[src/rtl/freq_meter_pkg.sv]
// Shared types and default parameters for the ring-oscillator frequency meter.
package freq_meter_pkg;

  typedef enum logic [1:0] {
    IDLE = 2'd0,
    ARM  = 2'd1,
    GATE = 2'd2,
    DONE = 2'd3
  } fm_state_t;

  localparam int DEF_GATE_CYCLES = 180;
  localparam int DEF_CNT_W       = 8;
  localparam int DEF_SYNC_STAGES = 2;

endpackage

[src/rtl/sync_edge_detect.sv]
// Multi-flop synchroniser for an asynchronous input followed by a registered
// rising-edge detector producing a one-cycle pulse.
module sync_edge_detect #(
  parameter int SYNC_STAGES = 2
) (
  input  logic clock,
  input  logic Reset,
  input  logic sig,
  output logic edge_det
);

  logic [SYNC_STAGES-1:0] sync_reg;
  logic [SYNC_STAGES-1:0] sync_next;
  logic                   sync_prev_reg;
  logic                   edge_reg;

  // Stage 0 captures the raw input; each later stage takes its predecessor.
  for (genvar gi = 0; gi < SYNC_STAGES; gi++) begin : g_stage
    if (gi == 0) begin : g_first
      assign sync_next[gi] = sig;
    end else begin : g_rest
      assign sync_next[gi] = sync_reg[gi-1];
    end
  end

  always_ff @(posedge clock or negedge Reset) begin
    if (!Reset) begin
      sync_reg      <= '0;
      sync_prev_reg <= 1'b0;
      edge_reg      <= 1'b0;
    end else begin
      sync_reg      <= sync_next;
      sync_prev_reg <= sync_reg[SYNC_STAGES-1];
      edge_reg      <= sync_reg[SYNC_STAGES-1] & ~sync_prev_reg;
    end
  end

  assign edge_det = edge_reg;

endmodule

[src/rtl/freq_meter.sv]
// Gated edge counter for the ring-oscillator output with a Start/Done handshake.
// Define FREQ_METER_SAT_EN to make the counter saturate and report Overflow.
module freq_meter
  import freq_meter_pkg::*;
#(
  parameter int GATE_CYCLES = DEF_GATE_CYCLES,
  parameter int CNT_W       = DEF_CNT_W,
  parameter int SYNC_STAGES = DEF_SYNC_STAGES
) (
  input  logic             clock,
  input  logic             Reset,
  input  logic             Start,
  input  logic             OscIn,
  output logic             Busy,
  output logic             Done,
  output logic [CNT_W-1:0] Count,
  output logic             Overflow
);

  localparam int TMR_W = $clog2(GATE_CYCLES + 1);
  localparam logic [TMR_W-1:0] TMR_LAST = TMR_W'(GATE_CYCLES - 1);

  fm_state_t        state_reg, state_next;
  logic [TMR_W-1:0] timer_reg;
  logic [CNT_W-1:0] cnt_reg, cnt_next;
  logic [CNT_W-1:0] count_reg;
  logic             edge_det;
  logic             gate_last;

  sync_edge_detect #(
    .SYNC_STAGES(SYNC_STAGES)
  ) u_sync (
    .clock    (clock),
    .Reset    (Reset),
    .sig      (OscIn),
    .edge_det (edge_det)
  );

  assign gate_last = (state_reg == GATE) && (timer_reg == TMR_LAST);

  always_ff @(posedge clock or negedge Reset) begin
    if (!Reset) begin
      state_reg <= IDLE;
    end else begin
      state_reg <= state_next;
    end
  end

  always_comb begin
    state_next = state_reg;
    case (state_reg)
      IDLE:    state_next = Start ? ARM : IDLE;
      ARM:     state_next = GATE;
      GATE:    state_next = gate_last ? DONE : GATE;
      DONE:    state_next = IDLE;
      default: state_next = IDLE;
    endcase
  end

  always_comb begin
    Busy = (state_reg != IDLE);
    Done = (state_reg == DONE);
  end

`ifdef FREQ_METER_SAT_EN
  logic ovf_reg, ovf_next;
  logic overflow_reg;

  always_comb begin
    cnt_next = cnt_reg;
    ovf_next = ovf_reg;
    if (state_reg == ARM) begin
      cnt_next = '0;
      ovf_next = 1'b0;
    end else if (state_reg == GATE && edge_det) begin
      if (cnt_reg == {CNT_W{1'b1}}) begin
        ovf_next = 1'b1;
      end else begin
        cnt_next = cnt_reg + 1'b1;
      end
    end
  end

  always_ff @(posedge clock or negedge Reset) begin
    if (!Reset) begin
      ovf_reg      <= 1'b0;
      overflow_reg <= 1'b0;
    end else begin
      ovf_reg <= ovf_next;
      if (gate_last) begin
        overflow_reg <= ovf_next;
      end
    end
  end

  assign Overflow = overflow_reg;
`else
  always_comb begin
    cnt_next = cnt_reg;
    if (state_reg == ARM) begin
      cnt_next = '0;
    end else if (state_reg == GATE && edge_det) begin
      cnt_next = cnt_reg + 1'b1;
    end
  end

  assign Overflow = 1'b0;
`endif

  // The result is taken from cnt_next so an edge in the last gate cycle counts
  // and Count changes in the same cycle Done is high.
  always_ff @(posedge clock or negedge Reset) begin
    if (!Reset) begin
      timer_reg <= '0;
      cnt_reg   <= '0;
      count_reg <= '0;
    end else begin
      cnt_reg <= cnt_next;
      if (state_reg == ARM) begin
        timer_reg <= '0;
      end else if (state_reg == GATE) begin
        timer_reg <= timer_reg + 1'b1;
      end
      if (gate_last) begin
        count_reg <= cnt_next;
      end
    end
  end

  assign Count = count_reg;

endmodule
[config.mk]
export PLATFORM = sky130hd
export DESIGN_NAME = freq_meter
export DESIGN_NICKNAME = d
export VERILOG_FILES = /design/src/rtl/freq_meter_pkg.sv /design/src/rtl/sync_edge_detect.sv /design/src/rtl/freq_meter.sv
export SDC_FILE = /design/constraint.sdc
export NUM_CORES = 1
export LEC_CHECK = 0
export ABC_CLOCK_PERIOD_IN_PS = 2000
export CORE_AREA = 2 2 62 64
export DETAILED_ROUTE_END_ITERATION = 8
export DIE_AREA = 0 0 64 66
export GPL_ROUTABILITY_DRIVEN = 1
export SYNTH_ARGS = -nofsm -noshare
export SYNTH_HDL_FRONTEND = slang
export SYNTH_SLANG_ARGS = --single-unit
[constraint.sdc]
create_clock -name clock -period 2 [get_ports clock]
set_clock_uncertainty 0.05 [all_clocks]
set_input_delay 0.6 -clock clock [delete_from_list [all_inputs] [get_ports clock]]
set_output_delay 0.6 -clock clock [all_outputs]
set_load 0.02 [all_outputs]
# Word-level counts from Yosys, hierarchy flattened

Index checks and enable logic that the tools add are counted.
Widths: inputs -> output; s select.

Reduce and logical (&&, ||, !) cells: 5
Bitwise gates (word level): 2
Add/subtract/negate cells: 2
Mux-type cells: 7
Equal/unequal tests: 4

Operators with widths:

| operator            | number |
|---|---|
| $mux 8              | 4 |
| $add 8x1->8 const B | 2 |
| $eq 8x8->1 const B  | 1 |
| $pmux 2 s4          | 1 |
| $eq 2x2->1 const B  | 2 |
| $reduce_bool 2->1   | 2 |
| $eq 2x1->1 const B  | 1 |
| $logic_and 1x1->1   | 2 |
| $logic_not 2->1     | 1 |
| $mux 1              | 2 |
| $and 1x1->1         | 1 |
| $not 1->1           | 1 |

Output and inout bits: 11
Register bits after elaboration: 30

# Depth between registers and ports, before layout

Gate-level depths: netlist of run 1.

Depth after elaboration: 4
Mapped depth: 7

# Hierarchy

A second synthesis of run 1 with hierarchy kept.

Cell total of the unflattened synthesis: 126
Area total of the unflattened synthesis: 1391.3 um^2

Modules (own cells, without submodules):

| module           | area an instance (um^2) | instances | cells an instance |
|---|---|---|---|
| freq_meter       | 1277.5                  | 1         | 121 |
| sync_edge_detect | 113.9                   | 1         | 5 |

# Worst setup path after synthesis of run 1

Ideal clock, no wire load.

Path kind: flip-flop to flip-flop
From: register state_reg[0]
To: register count_reg[1], in the netlist Count[1]
Buffers on the path: 1
Path slack: 0.332 ns
Setup time: 0.128 ns
Stages on the path, launching flop included: 7
Clock period less this slack: 1.668 ns
Data arrival time: 1.490 ns
Cell sequence: dfrtp_1 > inv_1 > ha_1 > and4bb_1 > nand4_1 > buf_2 > mux2_1

Longest elaborated chain between the ends: 4
Elaborated cells between the ends (all ways): 6
Classes of those cells: eq/ne (2); mux (2); reduce/logical (2)

Ends and longest elaborated chain:

| item                   | line                                | text |
|---|---|---|
| start, declared        | freq_meter.sv:23                    | `fm_state_t state_reg, state_next;` |
| start signal, assigned | freq_meter.sv:45                    | `state_reg <= state_next;` |
| $eq 2x2->1             | freq_meter.sv:39, freq_meter.sv:102 |  |
| $logic_and 1x1->1      | freq_meter.sv:102                   | `end else if (state_reg == GATE && edge_det) begin` |
| $mux 8                 | freq_meter.sv:102                   |  |
| $mux 8                 | freq_meter.sv:100                   | `if (state_reg == ARM) begin` |
| end signal, assigned   | freq_meter.sv:125                   | `count_reg <= cnt_next;` |
| end, declared          | freq_meter.sv:26                    | `logic [CNT_W-1:0] count_reg;` |

Parallel ways exist; a longest one is shown, timed or not.
A chain may end at the register's enable or synchronous reset.

# Worst setup path after layout of run 1

From: register count_reg[4], in the netlist Count[4]
To: output Count[4]

RTL lines:

| item          | line             | text |
|---|---|---|
| end, declared | freq_meter.sv:16 | `output logic [CNT_W-1:0] Count,` |

No word-level cell between the ends.

==> summary.md, run 1 <==
| Metric | Value |
|---|---|
| Reg2reg path depth | `6` |
| Layout area overhead | `19.42%` |
| Synth top area cells | `dfrtp_1, ha_1, xor2_1, mux2_1, inv_1` |
| Initial antenna violation count | `0` |
| Final wirelength | `2.410 mm` |
| Mapped Nets | `136` |
| Status | `completed` |
| Clock share of power | `0.310` |
| Die Y | `66 µm` |
| Post-synthesis instance total | `125` |
| Via/cell ratio | `4.887` |
| Root Buffer | `clkbuf_4` |
| Crit Path Category | `register to output pin` |
| Startpoint Class | `register` |
| Clock-pin slew on the worst setup and hold paths | `90 ps` |
| Top-area cell type share of the netlist area | `0.5445` |
| Slowest CP cell | `clkdlybuf4s50_1` |
| Sequential-to-total area share from yosys stat | `0.5445` |
| Cell Int Power | `0.8868 mW` |
| Power share of the combinational group | `0.108` |
| Grt total ovfl | `0` |
| Fmax | `0.5163 GHz` |
| Final period util | `0.9685` |
| Reg power frac | `0.583` |
| Reg2Reg Setup Slack | `200 ps` |
| Largest area contributor in the netlist | `dfrtp_1` |
| # port buffers | `13` |
| Synth Register Bits | `30` |
| Area of the core | `3551 µm²` |
| # nets final | `156` |
| Crit-path max FO | `2` |
| Setup Total Neg Slack | `0 ps` |
| Final setup vio count | `0` |
| Leak Pwr | `0.8432 nW` |
| Largest net degree at the start of global routing | `31` |
| Vias post-DR | `948` |
| Final ANT Viol Nets | `0` |
| FP Rows | `22` |
| Vias in the first global route | `944` |
| Req. time, crit path | `1350 ps` |
| Fin util | `0.4637` |
| First-pass GRT wire length | `4.340 mm` |
| # fillers | `352` |
| CP arrival | `1290 ps` |
| Antenna Cells | `0` |
| Synth Cell Area | `1379 µm²` |
| Worst-Skew Late Latency | `330 ps` |
| Net Sw Power | `0.3425 mW` |
| Syn Area/Cell | `11.03 µm²` |
| Gpl congestion | `0.7778` |
| Final hold viol count | `0` |
| PD cells | `746.6 nW/µm²` |
| Critical path cell sequence | `clkdlybuf4s50_1` |
| Final Worst Setup Slack | `62.96 ps` |
| Hold path depth | `0` |
| Clock buffer depth | `2` |
| Avg WL per Cell | `12.42 µm` |
| DRC errors left | `0` |
| Hold_buf cts | `0` |
| Ports | `15` |
| Die area | `4224 µm²` |
| DIE WIDTH | `64 µm` |
| Total CTS buffers | `5` |
| Critical path depth | `1` |
| Place WS | `62.27 ps` |
| YS warnings | `0` |
| H-tree levels | `2` |
| DRT iter0 DRCs | `26` |
| Worst min path class | `register to register` |
| Slowest stage delay, CP | `600 ps` |
| RSZ-0062 raised after global routing | `false` |
| Initial Util | `0.3883` |
| Final non-filler cell total | `194` |
| VDD IR max | `482.1 µV` |
| HPWL Detailed | `1.678 mm` |
| Total Routing Usage GR | `0.1381` |
| TritonCTS clock tree | `yes` |
| Crit path capture type | `output pin` |
| Tmin final | `1937 ps` |
| Crit path max-delay family | `buffers and inverters` |
| Cell variety after synth | `32` |
| Dpl cells | `186` |
| Clk sinks | `30` |
| Switch share | `0.2786` |
| Slew Limit Fails | `0` |
| Drt first pass iters | `4` |
| Buf+Inv Stages, Crit Path | `1` |
| Max Cap Viol | `0` |
| Share of layout cells above drive strength 1 | `0.1233` |
## metal layers
| metal | global-route usage | part of all wire | up-vias |
|---|---|---|---|
| met5 | 0 | 0 | - |
| li1 | - | - | 462 |
| met2 | 0.2188 | 0.51 | 12 |
| met1 | 0.1620 | 0.44 | 469 |
| met4 | 0.07337 | 0.015 | 0 |
| met3 | 0.05281 | 0.037 | 5 |
## synthesized netlist by cell type (all sizes together)
| master | instances |
|---|---|
| dfrtp | 30 |
| inv | 9 |
| a21oi | 7 |
| ha | 7 |
| mux2 | 7 |
| nand2 | 7 |
| nor2 | 7 |
| nand3 | 6 |
| xor2 | 6 |
| nand4 | 5 |
| nor2b | 5 |
| o21ai | 4 |
| o22ai | 4 |
| buf | 3 |
| a22o | 2 |
| and3 | 2 |
| clkbuf | 2 |
| nor3 | 2 |
| or3 | 2 |
| and2 | 1 |
| and4bb | 1 |
| conb | 1 |
| mux2i | 1 |
| nand3b | 1 |
| nor3b | 1 |
| o31ai | 1 |
| xnor2 | 1 |
## worst register-to-register path, delay by kind of cell, from the launching register on
| family | cells | cell delay (ps) |
|---|---|---|
| fa+ha+maj | 1 | 290 |
| flops | 1 | 410 |
| simple gates | 2 | 350 |
| mux | 1 | 300 |
| buf+inv | 2 | 300 |
## power groups by stage
stage	clock network, mW	logic [mW]	registers (mW)
2_1_floorplan	0	0.0974	0.717
3_3_place_gp	0	0.131	0.729
3_5_place_dp	0	0.135	0.729
4_1_cts	0.395	0.136	0.717
5_1_grt	0.430	0.156	0.729
6_report	0.381	0.132	0.716
## final timing paths
kind / from / end
max in group asynchronous: Reset / state_reg[1]$_DFF_PN0_
max: Count[4]$_DFFE_PN0P_ / Count[4]
min reg2reg: u_sync.sync_reg[0]$_DFF_PN0_ / u_sync.sync_reg[1]$_DFF_PN0_
min: u_sync.sync_reg[0]$_DFF_PN0_ / u_sync.sync_reg[1]$_DFF_PN0_
min in group asynchronous: Reset / cnt_reg[5]$_DFF_PN0_
max reg2reg: state_reg[0]$_DFF_PN0_ / Count[5]$_DFFE_PN0P_
## final cells by class
cell class / instances / area [µm²] / share of cell area
tap: 48 / 60.06 / 0.03647
clock inverter: 1 / 5.005 / 0.003040
inverter: 9 / 33.78 / 0.02052
multi-input combinational: 81 / 570.5 / 0.3465
timing repair buffer: 18 / 171.4 / 0.1041
sequential: 30 / 750.7 / 0.4559
clock buffer: 7 / 55.05 / 0.03343
## cells by family (layout without fill, tap and decap cells)
family          Yosys count  in the layout  share of synthesized area
mux                       8              8                    0.06442
buf+inv                  14             35                    0.04174
other cells               1              1                   0.002720
simple gates             40             40                     0.1597
fa+ha+maj                 7              7                    0.06352
flops                    30             30                     0.5445
xor+xnor                  7              7                    0.04447
compound gates           18             18                    0.07895
## cells in the final DEF, fill, tap and decap left out, types with 2 or more instances in the layout
cell type         n
dfrtp_1          30
inv_1             9
nand2_1           7
nor2_1            7
ha_1              7
clkdlybuf4s50_1   7
xor2_1            6
nand3_1           6
a21oi_1           6
nor2b_1           5
clkbuf_4          5
buf_4             5
o21ai_0           4
nand4_1           4
o22ai_1           4
mux2_1            4
dlymetal6s2s_1    4
mux2_2            3
nor3_1            2
or3_1             2
and3_1            2
a22o_1            2
## what timing repair did
item / in CTS / in global routing
endpoints found under the hold margin: 0 / 0
setup endpoints to repair: 2 / 5
setup buffers: 0 / 0
resized for setup: 4 / 5
## stage by stage
stage	cell area, µm²	hold WS (ps)	power (mW)
floorplan	1379	254.4	0.8140
global placement	1583	298.2	0.8598
detailed placement	1583	287.8	0.8634
CTS	1643	318.8	1.248
global route	1647	323.8	1.314
finish	1647	313.7	1.229
Power figures use the tool's default switching activity.
==> run 2, diff against run 1 <==
- RECOVER_POWER: default -> 25
==> run 2 against run 1 <==
Against the previous run: register-to-register slack is essentially flat; critical path type unchanged; largest cell class unchanged; sequential power is essentially flat; die area stayed put.
==> summary.md, run 2 (synthesis results as in run 1) <==
| Metric | Value |
|---|---|
| Status | `completed` |
| Initial antenna violation count | `0` |
| Setup Total Neg Slack | `0 ps` |
| Root Buffer | `clkbuf_4` |
| Layout area overhead | `19.24%` |
| Dpl cells | `186` |
| Fin util | `0.4630` |
| # fillers | `352` |
| Critical path cell sequence | `clkdlybuf4s50_1` |
| RSZ-0062 raised after global routing | `false` |
| HPWL Detailed | `1.678 mm` |
| Clk sinks | `30` |
| DRT iter0 DRCs | `26` |
| Die area | `4224 µm²` |
| Final non-filler cell total | `194` |
| DRC errors left | `0` |
| H-tree levels | `2` |
| Setup bufs post-CTS | `0` |
| Hold path depth | `0` |
| # nets final | `156` |
| Crit path max-delay family | `buffers and inverters` |
| Commonest cells after routing, fill and taps aside | `dfrtp_1, inv_1, nand2_1, nor2_1, ha_1` |
| Total Routing Usage GR | `0.1381` |
| Final period util | `0.9685` |
| Ports | `15` |
| # port buffers | `13` |
| Worst-Margin Slew | `728.6 ps` |
| Tmin final | `1937 ps` |
| Reg2Reg Setup Slack | `200 ps` |
| Vias post-DR | `948` |
| Max-slew headroom | `0.5142` |
| Area of the core | `3551 µm²` |
| Tot Pwr | `1.228 mW` |
| Slowest CP cell | `clkdlybuf4s50_1` |
| Max Cap Viol | `0` |
| CP arrival | `1290 ps` |
| Slew Limit Fails | `0` |
| R2R Path Start | `state_reg[0]$_DFF_PN0_` |
| Crit path capture type | `output pin` |
| Reg2reg path depth | `6` |
| Critical R2R Capture | `Count[5]$_DFFE_PN0P_` |
| Gpl congestion | `0.7778` |
| Clock buffer depth | `2` |
| FP Rows | `22` |
| Leak Pwr | `0.8431 nW` |
| Final hold slack | `313.7 ps` |
| Fmax | `0.5163 GHz` |
| Total CTS buffers | `5` |
| Clock-pin slew on the worst setup and hold paths | `90 ps` |
| Req. time, crit path | `1350 ps` |
| Worst min path class | `register to register` |
| Die Y | `66 µm` |
| Crit Path Category | `register to output pin` |
| Drt first pass iters | `4` |
| Slowest stage delay, CP | `600 ps` |
| Final setup vio count | `0` |
| Avg WL per Cell | `12.41 µm` |
| Startpoint Class | `register` |
| Antenna Cells | `0` |
| Largest net degree at the start of global routing | `31` |
| Buf+Inv Stages, Crit Path | `1` |
| Final wirelength | `2.408 mm` |
| Vias in the first global route | `944` |
| Via/cell ratio | `4.887` |
| Final ANT Viol Nets | `0` |
| Share of layout cells above drive strength 1 | `0.1233` |
| PD cells | `746.8 nW/µm²` |
| DIE WIDTH | `64 µm` |
| Crit-path max FO | `2` |
| Min-delay src | `u_sync.sync_reg[0]$_DFF_PN0_` |
| First-pass GRT wire length | `4.340 mm` |
| Min-Delay Endpoint | `u_sync.sync_reg[1]$_DFF_PN0_` |
| Leading cell type in the layout, fill and taps excluded | `dfrtp_1` |
| Final hold viol count | `0` |
| Initial Util | `0.3883` |
| Grt total ovfl | `0` |
| VDD IR max | `481.8 µV` |
| TritonCTS clock tree | `yes` |
| Worst-Skew Late Latency | `330 ps` |
[run 2: changes by cell type in the layout (fill, tap and decap cells not counted)]
cell / delta
clkdlybuf4s50_1: -2
dlygate4sd3_1: +2
buf_4: -1
clkbuf_2: +1
[run 2: final cells by class]
type / count / area, µm² / area share
well taps: 48 / 60.06 / 0.03653
inverters: 9 / 33.78 / 0.02055
clock buffers: 7 / 55.05 / 0.03349
clock inverters: 1 / 5.005 / 0.003044
repair buffers: 18 / 168.9 / 0.1027
multi-input cells: 81 / 570.5 / 0.3470
flip-flops and latches: 30 / 750.7 / 0.4566
[run 2: worst max path at each step]
stage	end	cells after the start	slack, ps	start
after floorplan	Count[1]$_DFFE_PN0P_	6	330	state_reg[0]$_DFF_PN0_
after global placement	Busy	4	110	state_reg[0]$_DFF_PN0_
after detailed placement	Busy	4	60	state_reg[0]$_DFF_PN0_
after CTS	Busy	4	40	state_reg[0]$_DFF_PN0_
after global routing	Count[2]	1	0.6	Count[2]$_DFFE_PN0P_
final	Count[4]	1	60	Count[4]$_DFFE_PN0P_
[run 2: per-layer routing]
metal	global-route usage	vias to the layer above	wire, µm
li1	-	462	-
met1	0.1620	469	1055
met2	0.2188	12	1227
met3	0.05281	5	88
met4	0.07337	0	37
met5	0	-	0
[run 2: timing repair]
item,4_1_cts,5_1_grt
hold buffers,0,0
gates resized for setup,4,5
setup endpoints to repair,2,5
[run 2: through the flow]
step,setup slack (ps),cell area [µm²]
after detailed placement,62.27,1583
final,62.96,1644
after floorplan,332.2,1379
after global routing,0.5543,1644
after global placement,107.4,1583
after CTS,35.08,1643
[run 2: power by group]
group | switching [mW] | total, mW | internal (mW)
clock | 0.210 | 0.381 | 0.170
combinational | 0.0748 | 0.131 | 0.0560
sequential | 0.0572 | 0.716 | 0.659
